--- src/rtl/if_prefetch_queue.sv ---
// if_prefetch_queue: decoupled fetch stage with in-order request issue
// and a small PC/instruction queue in front of decode.
module if_prefetch_queue #(
   parameter int XLEN = 32,
   parameter int QDEPTH = 4,
   parameter logic [XLEN-1:0] RESET_PC = '0
) (
   input  logic                     clk,
   input  logic                     rst,
   input  logic                     StallF,
   input  logic                     redirect_valid,
   input  logic [XLEN-1:0]          redirect_pc,
   output logic                     imem_req_valid,
   input  logic                     imem_req_ready,
   output logic [XLEN-1:0]          imem_req_addr,
   input  logic                     imem_rsp_valid,
   input  logic [XLEN-1:0]          imem_rsp_data,
   output logic                     instr_valid,
   output logic [XLEN-1:0]          instrF,
   output logic [XLEN-1:0]          PCF,
   output logic [XLEN-1:0]          PCPlus4F,
   output logic [$clog2(QDEPTH):0]  occupancy
);

   localparam int AW = $clog2(QDEPTH);
   localparam int CW = AW + 1;

   logic [XLEN-1:0] q_pc   [QDEPTH];
   logic [XLEN-1:0] q_data [QDEPTH];
   logic [AW-1:0]   wptr;
   logic [AW-1:0]   rptr;
   logic [CW-1:0]   count;
   logic [CW-1:0]   outstanding;
   logic [CW-1:0]   discard_cnt;
   logic [XLEN-1:0] fetch_pc;
   logic [XLEN-1:0] rsp_pc;
   logic [CW:0]     inflight;
   logic            credit;
   logic            issue;
   logic            push;
   logic            pop;

   assign inflight = {1'b0, count} + {1'b0, outstanding};
   assign credit   = inflight < (CW+1)'(QDEPTH);

   assign imem_req_valid = credit && !redirect_valid && !rst;
   assign imem_req_addr  = fetch_pc;
   assign issue          = imem_req_valid && imem_req_ready;

   assign push = imem_rsp_valid && (discard_cnt == '0) && !redirect_valid;
   assign pop  = instr_valid && !StallF && !redirect_valid;

   assign instr_valid = count != '0;
   assign instrF      = q_data[rptr];
   assign PCF         = q_pc[rptr];
   assign PCPlus4F    = PCF + XLEN'(4);
   assign occupancy   = count;

   // fetch pointers, in-flight bookkeeping and queue storage
   always_ff @(posedge clk or posedge rst) begin
      if (rst) begin
         fetch_pc    <= RESET_PC;
         rsp_pc      <= RESET_PC;
         wptr        <= '0;
         rptr        <= '0;
         count       <= '0;
         outstanding <= '0;
         discard_cnt <= '0;
         for (int i = 0; i < QDEPTH; i++) begin
            q_pc[i]   <= '0;
            q_data[i] <= '0;
         end
      end else if (redirect_valid) begin
         fetch_pc    <= redirect_pc;
         rsp_pc      <= redirect_pc;
         rptr        <= wptr;
         count       <= '0;
         outstanding <= outstanding - CW'(imem_rsp_valid);
         discard_cnt <= outstanding - CW'(imem_rsp_valid);
      end else begin
         if (issue) begin
            fetch_pc <= fetch_pc + XLEN'(4);
         end
         outstanding <= outstanding + CW'(issue) - CW'(imem_rsp_valid);
         if (imem_rsp_valid && (discard_cnt != '0)) begin
            discard_cnt <= discard_cnt - CW'(1);
         end
         if (push) begin
            q_pc[wptr]   <= rsp_pc;
            q_data[wptr] <= imem_rsp_data;
            wptr         <= wptr + AW'(1);
            rsp_pc       <= rsp_pc + XLEN'(4);
         end
         if (pop) begin
            rptr <= rptr + AW'(1);
         end
         count <= count + CW'(push) - CW'(pop);
      end
   end

   // a response with nothing in flight means the memory broke protocol
   rsp_without_req: assert property (
      @(posedge clk) disable iff (rst)
      imem_rsp_valid |-> (outstanding != '0)
   );

endmodule

--- config.mk ---
export PLATFORM = sky130hd
export DESIGN_NAME = if_prefetch_queue
export DESIGN_NICKNAME = d
export VERILOG_FILES = /design/src/rtl/if_prefetch_queue.sv
export SDC_FILE = /design/constraint.sdc
export NUM_CORES = 1
export LEC_CHECK = 0
export CAP_MARGIN = 30
export CORE_MARGIN = 3
export CORE_UTILIZATION = 45
export DETAILED_ROUTE_END_ITERATION = 16
export GPL_TIMING_DRIVEN = 0
export PLACE_DENSITY = 0.67
export SLEW_MARGIN = 20
export SYNTH_ARGS = -nofsm -noshare
export SYNTH_HDL_FRONTEND = slang
export SYNTH_SLANG_ARGS = --single-unit
--- constraint.sdc ---
create_clock -name clk -period 23.2 [get_ports clk]
set_input_delay 4.64 -clock clk [delete_from_list [all_inputs] [get_ports clk]]
set_output_delay 4.64 -clock clk [all_outputs]
set_load 0.01 [all_outputs]
; ---- Word-level counts from Yosys, hierarchy flattened
; Index checks and enable logic that the tools add are counted.
; W data, S select, Z words.
[op_classes]
add_sub_neg = 12
n_lt_le_gt_ge = 4
mux = 20
bitwise_logic = 3
n_reduce_logical = 20
[op_table]
columns = operator, count
row1 = $mux W32, 9
row2 = $bwmux W128, 2
row3 = $bmux W32 S2, 2
row4 = $add A32 B3 Y32 const B, 3
row5 = $demux W32 S2, 1
row6 = $mux W3, 4
row7 = $logic_and A1 B1 Y1, 9
row8 = $sub A3 B1 Y3, 3
row9 = $reduce_bool A2 Y1, 4
row10 = $add A3 B1 Y3, 2
row11 = $ge A3 B3 Y1 const B, 2
row12 = $not A2 Y3, 2
row13 = $reduce_bool A3 Y1, 2
row14 = $add A2 B1 Y2 const B, 2
row15 = $add A3 B3 Y4, 1
row16 = $lt A4 B3 Y1 const B, 1
row17 = $mux W2, 2
row18 = $logic_not A1 Y1, 3
row19 = $logic_not A3 Y1, 1
row20 = $lt A3 B1 Y1 const B, 1
row21 = $sub A3 B1 Y3 const B, 1
row22 = $reduce_and A2 Y1, 1
row23 = $not A1 Y1, 1
[word_totals]
reg_bits = 333
input_bits = 70
word_cells = 74

; ---- Longest topological paths before layout
; Gate-level depths: netlist of run 1.
[depth]
ltp_word = 8
ltp_mapped = 14
depth_no_buf = 12

; ---- Least setup slack after synthesis of run 1
; OpenSTA, ideal clock, no wires.
[synth_timing]
path_kind = input port to output port
startpoint = input port redirect_valid
endpoint = output port imem_req_valid
arrival_time_ps = 5408
path_slack_ps = 13152
stages = 4
path_cell_list = clkbuf_1 inv_1 clkbuf_1 and3_1
[synth_via]
elab_chain_len = 3
[synth_lines]
columns = element, line
row1 = "start, declared", 11  ; input logic redirect_valid,
row2 = $logic_not A1 Y1, 46  ; assign imem_req_valid = credit && !redirect_valid && !rst;
row3 = $logic_and A1 B1 Y1 (2 in a row), 46
row4 = "end, declared", 13  ; output logic imem_req_valid,
; No other way between the ends.

; ---- Worst setup path in the final report of run 1
; Same ends and word-level chain as after synthesis.

==> results of run 1 <==
[routing by layer]
| metal | up-vias | GRT usage | part of all wire |
|---|---|---|---|
| li1 | 4818 | - | - |
| met1 | 5544 | 0.298 | 0.44 |
| met2 | 276 | 0.345 | 0.49 |
| met3 | 60 | 0.0367 | 0.052 |
| met4 | 2 | 0.0484 | 0.018 |
| met5 | - | 0 | 0.00032 |
[where the power goes]
group | internal [mW] | switching (mW) | leakage, nW
combinational | 0.602 | 0.432 | 3.78
clock | 0.357 | 0.229 | 0.613
sequential | 0.791 | 0.117 | 4.28
total | 1.75 | 0.778 | 8.67
[layout make-up]
class	instances	area share
antenna	1	0.000126
buffer	74	0.0172
clock buffer	54	0.0566
clock inverter	10	0.00524
inverter	38	0.00757
multi-input combinational	738	0.358
sequential	333	0.420
tap	455	0.0287
timing repair buffer	204	0.106
[sequential cells by signal, indices dropped and copies added, names as in the netlist]
name	count
q_data	128
q_pc	128
imem_req_addr	32
rsp_pc	32
discard_cnt	3
occupancy	3
outstanding	3
rptr	2
wptr	2
[worst max-delay path by stage]
stage,end,depth (start not counted)
floorplan,discard_cnt[0],1
global placement,q_data[67],2
detailed placement,imem_req_valid,5
CTS,imem_req_valid,5
global route,imem_req_valid,5
finish,imem_req_valid,5
[metrics by stage]
step	power [mW]	cell area, um^2	hold slack, ns	instances
3_3_place_gp	1.93	18500	0.480	1839
5_1_grt	2.67	19800	0.508	1907
4_1_cts	2.56	19800	0.501	1906
3_5_place_dp	1.96	18600	0.488	1842
6_report	2.53	19800	0.497	1907
2_1_floorplan	1.51	15900	0.470	1183
[cell families (layout without fill, tap and decap cells)]
| group | after synthesis | in the layout | share of synthesized area |
|---|---|---|---|
| AOI/OAI and AO/OA | 92 | 92 | 0.0343 |
| xor gates and xnor gates | 72 | 72 | 0.0396 |
| adders and majority gates | 19 | 19 | 0.0159 |
| buffers and inverters | 112 | 380 | 0.0303 |
| DFF | 333 | 333 | 0.523 |
| muxes | 332 | 332 | 0.280 |
| other | 0 | 1 | 0 |
| and+or+nand+nor | 223 | 223 | 0.0760 |
[layout by cell type (no fill, tap or decap), types with 21 or more instances in the layout]
master           synthesis  layout
nand2_1                 64      64
clkbuf_1                49      55
dfrtp_1                333     333
mux2_2                 267     267
nand4_1                 21      21
clkdlybuf4s50_1          0     201
nand3_1                 44      44
inv_1                   38      37
nor2_1                  25      25
mux4_2                  62      62
clkbuf_16                0      39
xnor2_1                 54      54
o21ai_0                 43      43
==> impl_metrics.env, run 1 <==
export IMPL_outcome="finished clean"
export IMPL_drt_pre_antenna_iters=5
export IMPL_place_congestion=0.832
export IMPL_grt_pass1_vias=11041
export IMPL_n_fill_cell=2894
export IMPL_ant_nets=0
export IMPL_startpoint_type="input pin"
export IMPL_finalHoldViolCount=0
export IMPL_netlist_area_mm2=0.0159
export IMPL_final_core_util=0.571
export IMPL_fin_crit_ns=11.08
export IMPL_max_stage_delay_ns=0.55
export IMPL_relSlewSlack=0.419
export IMPL_areaGrowthSynthToFinish_pct=24.5
export IMPL_synth_most_common_cell="dfrtp_1"
export IMPL_rsz0062_at_grt="false"
export IMPL_yosysTopAreaCell="dfrtp_1"
export IMPL_path_max_fanout=10
export IMPL_rows=68
export IMPL_wl_per_cell_um=21.2
export IMPL_critPathTopFamily="buffers and inverters"
export IMPL_cts_tree="yes"
export IMPL_ff2ff_path_depth=14
export IMPL_tns_ns=0
export IMPL_numCtsBuffers=37
export IMPL_worst_r2r_setup_slack_ns=19.37
export IMPL_cellPowerDensity_mw_per_mm2=128
export IMPL_io_pins=203
export IMPL_r2r_end="outstanding[2]"
export IMPL_period_share=0.477
export IMPL_crit_arrival_ns=6.44
export IMPL_clockBufferDepth=3
export IMPL_core_region_area_mm2=0.0347
export IMPL_clock_sinks=333
export IMPL_yosys_top_cells_count="dfrtp_1 (333), mux2_2 (267), nand2_1 (64)"
export IMPL_layout_area_seq_mm2=0.00833
export IMPL_cp_cell_sequence="clkbuf_1, inv_1, clkbuf_1, and3_1, clkdlybuf4s50_1"
export IMPL_worstReg2RegStart="occupancy[1]"
export IMPL_yosysUniqueCellTypes=45
export IMPL_synthArstFlopShare=1.00
export IMPL_drt_initial_drc_count=637
export IMPL_netlist_top_cells_area="dfrtp_1 (52%), mux2_2 (19%), mux4_2 (8.8%)"
export IMPL_wl_mm=40.4
export IMPL_cts_htree_levels=2
export IMPL_worst_slack_ns=12.12
export IMPL_drive_gt1_frac=0.287
export IMPL_ys_seq_area_frac=0.523
export IMPL_path_common_cell="clkbuf_1"
export IMPL_slew_violations=0
export IMPL_clk_latency_ns=0.51
export IMPL_path_class="input pin to output pin"
export IMPL_grt_pass1_wl_mm=63.5
export IMPL_die_width_um=194
export IMPL_yosysWarnings=0
export IMPL_crit_required_ns=18.56
export IMPL_hold_path_class="flop to flop"
export IMPL_setup_viol=0
export IMPL_p_leak_nw=8.67
export IMPL_vias_per_cell=5.61
export IMPL_antenna_found_initial=2
export IMPL_track_usage=0.211
export IMPL_endpoint_kind="output pin"
export IMPL_synth_ff_type="dfrtp_1"
export IMPL_holdBufCountCts=0
export IMPL_io_buffer_count=201
export IMPL_syn_num_nets=1272
export IMPL_routed_via_count=10700
export IMPL_cap_violations=0
export IMPL_multiInputGateArea_mm2=0.00711
export IMPL_critPathSlowestCell="clkdlybuf4s50_1"
export IMPL_grt_start_max_net_pins=96
export IMPL_synth_edf_count=0
export IMPL_ys_ff_latch=333
export IMPL_gr_total_overflow=0
export IMPL_hold_depth=1
export IMPL_drc_errors=0
export IMPL_skew_ns=0.0175
export IMPL_ir_worst_vdd_mv=0.0802
export IMPL_post_place_ws_ns=12.15
export IMPL_initial_core_util=0.459
export IMPL_post_cts_buffers=0
export IMPL_min_to="q_data[26]"
export IMPL_nets=1515
export IMPL_yosysTopAreaCellShare=0.523
export IMPL_max_slew_worst_pin_slew_ns=0.869
export IMPL_dpl_hpwl_mm=28.6
export IMPL_cts_root_buf="clkbuf_16"
export IMPL_fmax_mhz=90.3
export IMPL_netlist_instances=1183
export IMPL_clk_pin_slew_ns=0.06
export IMPL_path_buf_inv=4
export IMPL_hp_start="q_data[26]"
export IMPL_syn_area_per_cell_um2=13.5
export IMPL_crit_start="redirect_valid"
export IMPL_die_y_um=194
export IMPL_die_area_mm2=0.0377
export IMPL_postCtsResizedCells=0
Note: power is estimated with default switching activity, not from simulation.
==> run 2, diff against run 1 <==
Clock period 23.2 ns to 11 ns, I/O delays scaled along.
==> impl_metrics.env, run 2 (same netlist as run 1, synthesis figures left out) <==
export IMPL_setup_viol=0
export IMPL_grt_pass1_vias=11137
export IMPL_wl_mm=40.4
export IMPL_place_congestion=0.868
export IMPL_path_class="input pin to output pin"
export IMPL_drc_errors=0
export IMPL_io_pins=203
export IMPL_clock_sinks=333
export IMPL_areaGrowthSynthToFinish_pct=25.3
export IMPL_slew_violations=0
export IMPL_relSlewSlack=0.437
export IMPL_fmax_mhz=161
export IMPL_post_cts_buffers=0
export IMPL_cts_tree="yes"
export IMPL_startpoint_type="input pin"
export IMPL_cap_violations=0
export IMPL_ff2ff_path_depth=14
export IMPL_cellPowerDensity_mw_per_mm2=268
export IMPL_antenna_found_initial=1
export IMPL_critPathTopFamily="buffers and inverters"
export IMPL_clk_pin_slew_ns=0.06
export IMPL_critPathSlowestCell="clkdlybuf4s50_1"
export IMPL_vias_per_cell=5.55
export IMPL_die_y_um=194
export IMPL_drt_pre_antenna_iters=5
export IMPL_ant_nets=0
export IMPL_tns_ns=0
export IMPL_outcome="finished clean"
export IMPL_placed_area_mm2=0.0187
export IMPL_clockBufferDepth=3
export IMPL_track_usage=0.215
export IMPL_post_place_ws_ns=4.82
export IMPL_stdcell_area_mm2=0.0200
export IMPL_skew_ns=0.0220
export IMPL_rsz0062_at_grt="false"
export IMPL_numCtsBuffers=37
export IMPL_max_stage_delay_ns=0.55
export IMPL_endpoint_kind="output pin"
export IMPL_drive_gt1_frac=0.289
export IMPL_fin_crit_ns=6.21
export IMPL_max_slew_worst_pin_slew_ns=0.841
export IMPL_grt_pass1_wl_mm=64.6
export IMPL_finalHoldViolCount=0
export IMPL_drt_initial_drc_count=580
export IMPL_io_buffer_count=201
export IMPL_grt_start_max_net_pins=35
export IMPL_wl_per_cell_um=21.1
export IMPL_holdBufCountCts=0
export IMPL_final_cell_mix="dfrtp_1 (333), mux2_2 (267), clkdlybuf4s50_1 (201)"
export IMPL_finalPower_mw=5.35
export IMPL_ir_worst_vdd_mv=0.151
export IMPL_hold_path_class="flop to flop"
export IMPL_holdWs_ns=0.498
export IMPL_cts_htree_levels=2
export IMPL_die_area_mm2=0.0377
export IMPL_cp_cell_sequence="clkbuf_1, inv_1, clkbuf_1, and3_1, clkdlybuf4s50_1"
export IMPL_crit_arrival_ns=4.01
export IMPL_dpl_hpwl_mm=29.3
export IMPL_clk_latency_ns=0.52
export IMPL_die_width_um=194
export IMPL_reg_top3="q_data x128, q_pc x128"
export IMPL_path_buf_inv=4
export IMPL_final_common_cell="dfrtp_1"
export IMPL_crit_required_ns=8.80
export IMPL_cts_root_buf="clkbuf_16"
export IMPL_crit_cells=5
export IMPL_core_region_area_mm2=0.0347
export IMPL_routed_via_count=10624
export IMPL_path_max_fanout=10
export IMPL_initial_core_util=0.459
export IMPL_rows=68
export IMPL_period_share=0.564
export IMPL_hold_depth=1
export IMPL_worst_slack_ns=4.79
export IMPL_path_common_cell="clkbuf_1"
export IMPL_gr_total_overflow=0
export IMPL_p_leak_nw=8.72
export IMPL_nets=1523
export IMPL_postCtsResizedCells=0
export IMPL_antenna_cells=0
-- run 2: cell count changes in the layout (fill, tap and decap cells not counted) --
cell and change:
buf_12 +10, clkbuf_8 -3, buf_16 -2, clkbuf_1 +2, clkinv_2 -2, clkinvlp_4 +2, bufinv_16 +1, diode_2 -1
inv_8 -1
-- run 2: path summary, 6_finish.rpt --
check / from / endpoint / slack (ns)
setup / recovery: redirect_valid / imem_req_valid / 4.79
hold / removal: q_data[55] / q_data[55] / 0.50
setup reg to reg: occupancy[1] / outstanding[2] / 7.29
hold reg to reg: q_data[55] / q_data[55] / 0.50
max in group asynchronous: rst / q_pc[121] / 7.53
min in group asynchronous: rst / q_pc[0] / 2.11
-- run 2: layer usage --
metal  track usage  vias up  part of all wire
met3        0.0379       54             0.053
met2         0.342      251              0.48
li1              -     4842                 -
met5             0        -           0.00032
met4        0.0513        2             0.020
met1         0.310     5475              0.45
-- run 2: area by class of cell --
class / count / area (um^2)
clock inverter: 10 / 131
multi-input combinational: 738 / 7110
sequential: 333 / 8330
tap: 455 / 569
fill: 2894 / 14800
inverter: 38 / 146
buffer: 74 / 340
timing repair buffer: 212 / 2240
clock buffer: 53 / 1090
-- run 2: stage by stage --
step / instances / utilization
finish: 1913 / 0.575
global route: 1913 / 0.575
CTS: 1913 / 0.575
detailed placement: 1850 / 0.540
global placement: 1839 / 0.533
floorplan: 1183 / -
-- run 2: report_power, final --
part | switching [mW] | internal, mW | total, mW
logic | 0.913 | 1.28 | 2.19
registers | 0.251 | 1.67 | 1.92
clock network | 0.482 | 0.757 | 1.24
==> run 3, diff against run 2 <==
Clock period 11 ns to 6 ns, I/O delays scaled along.
==> results of run 3 <==
The final DEF is identical to that of run 2. Status: finished clean.
Main changes from that run: setup slack after placement 4.82 ns -> 1.23 ns; setup slack after layout 4.79 ns -> 0.937 ns; start point of the critical path redirect_valid -> rptr[1]; end point of the critical path imem_req_valid -> PCPlus4F[1]; register-to-register setup slack 7.29 ns -> 2.29 ns; total power 5.35 mW -> 9.80 mW; worst IR drop on VDD 0.151 mV -> 0.276 mV
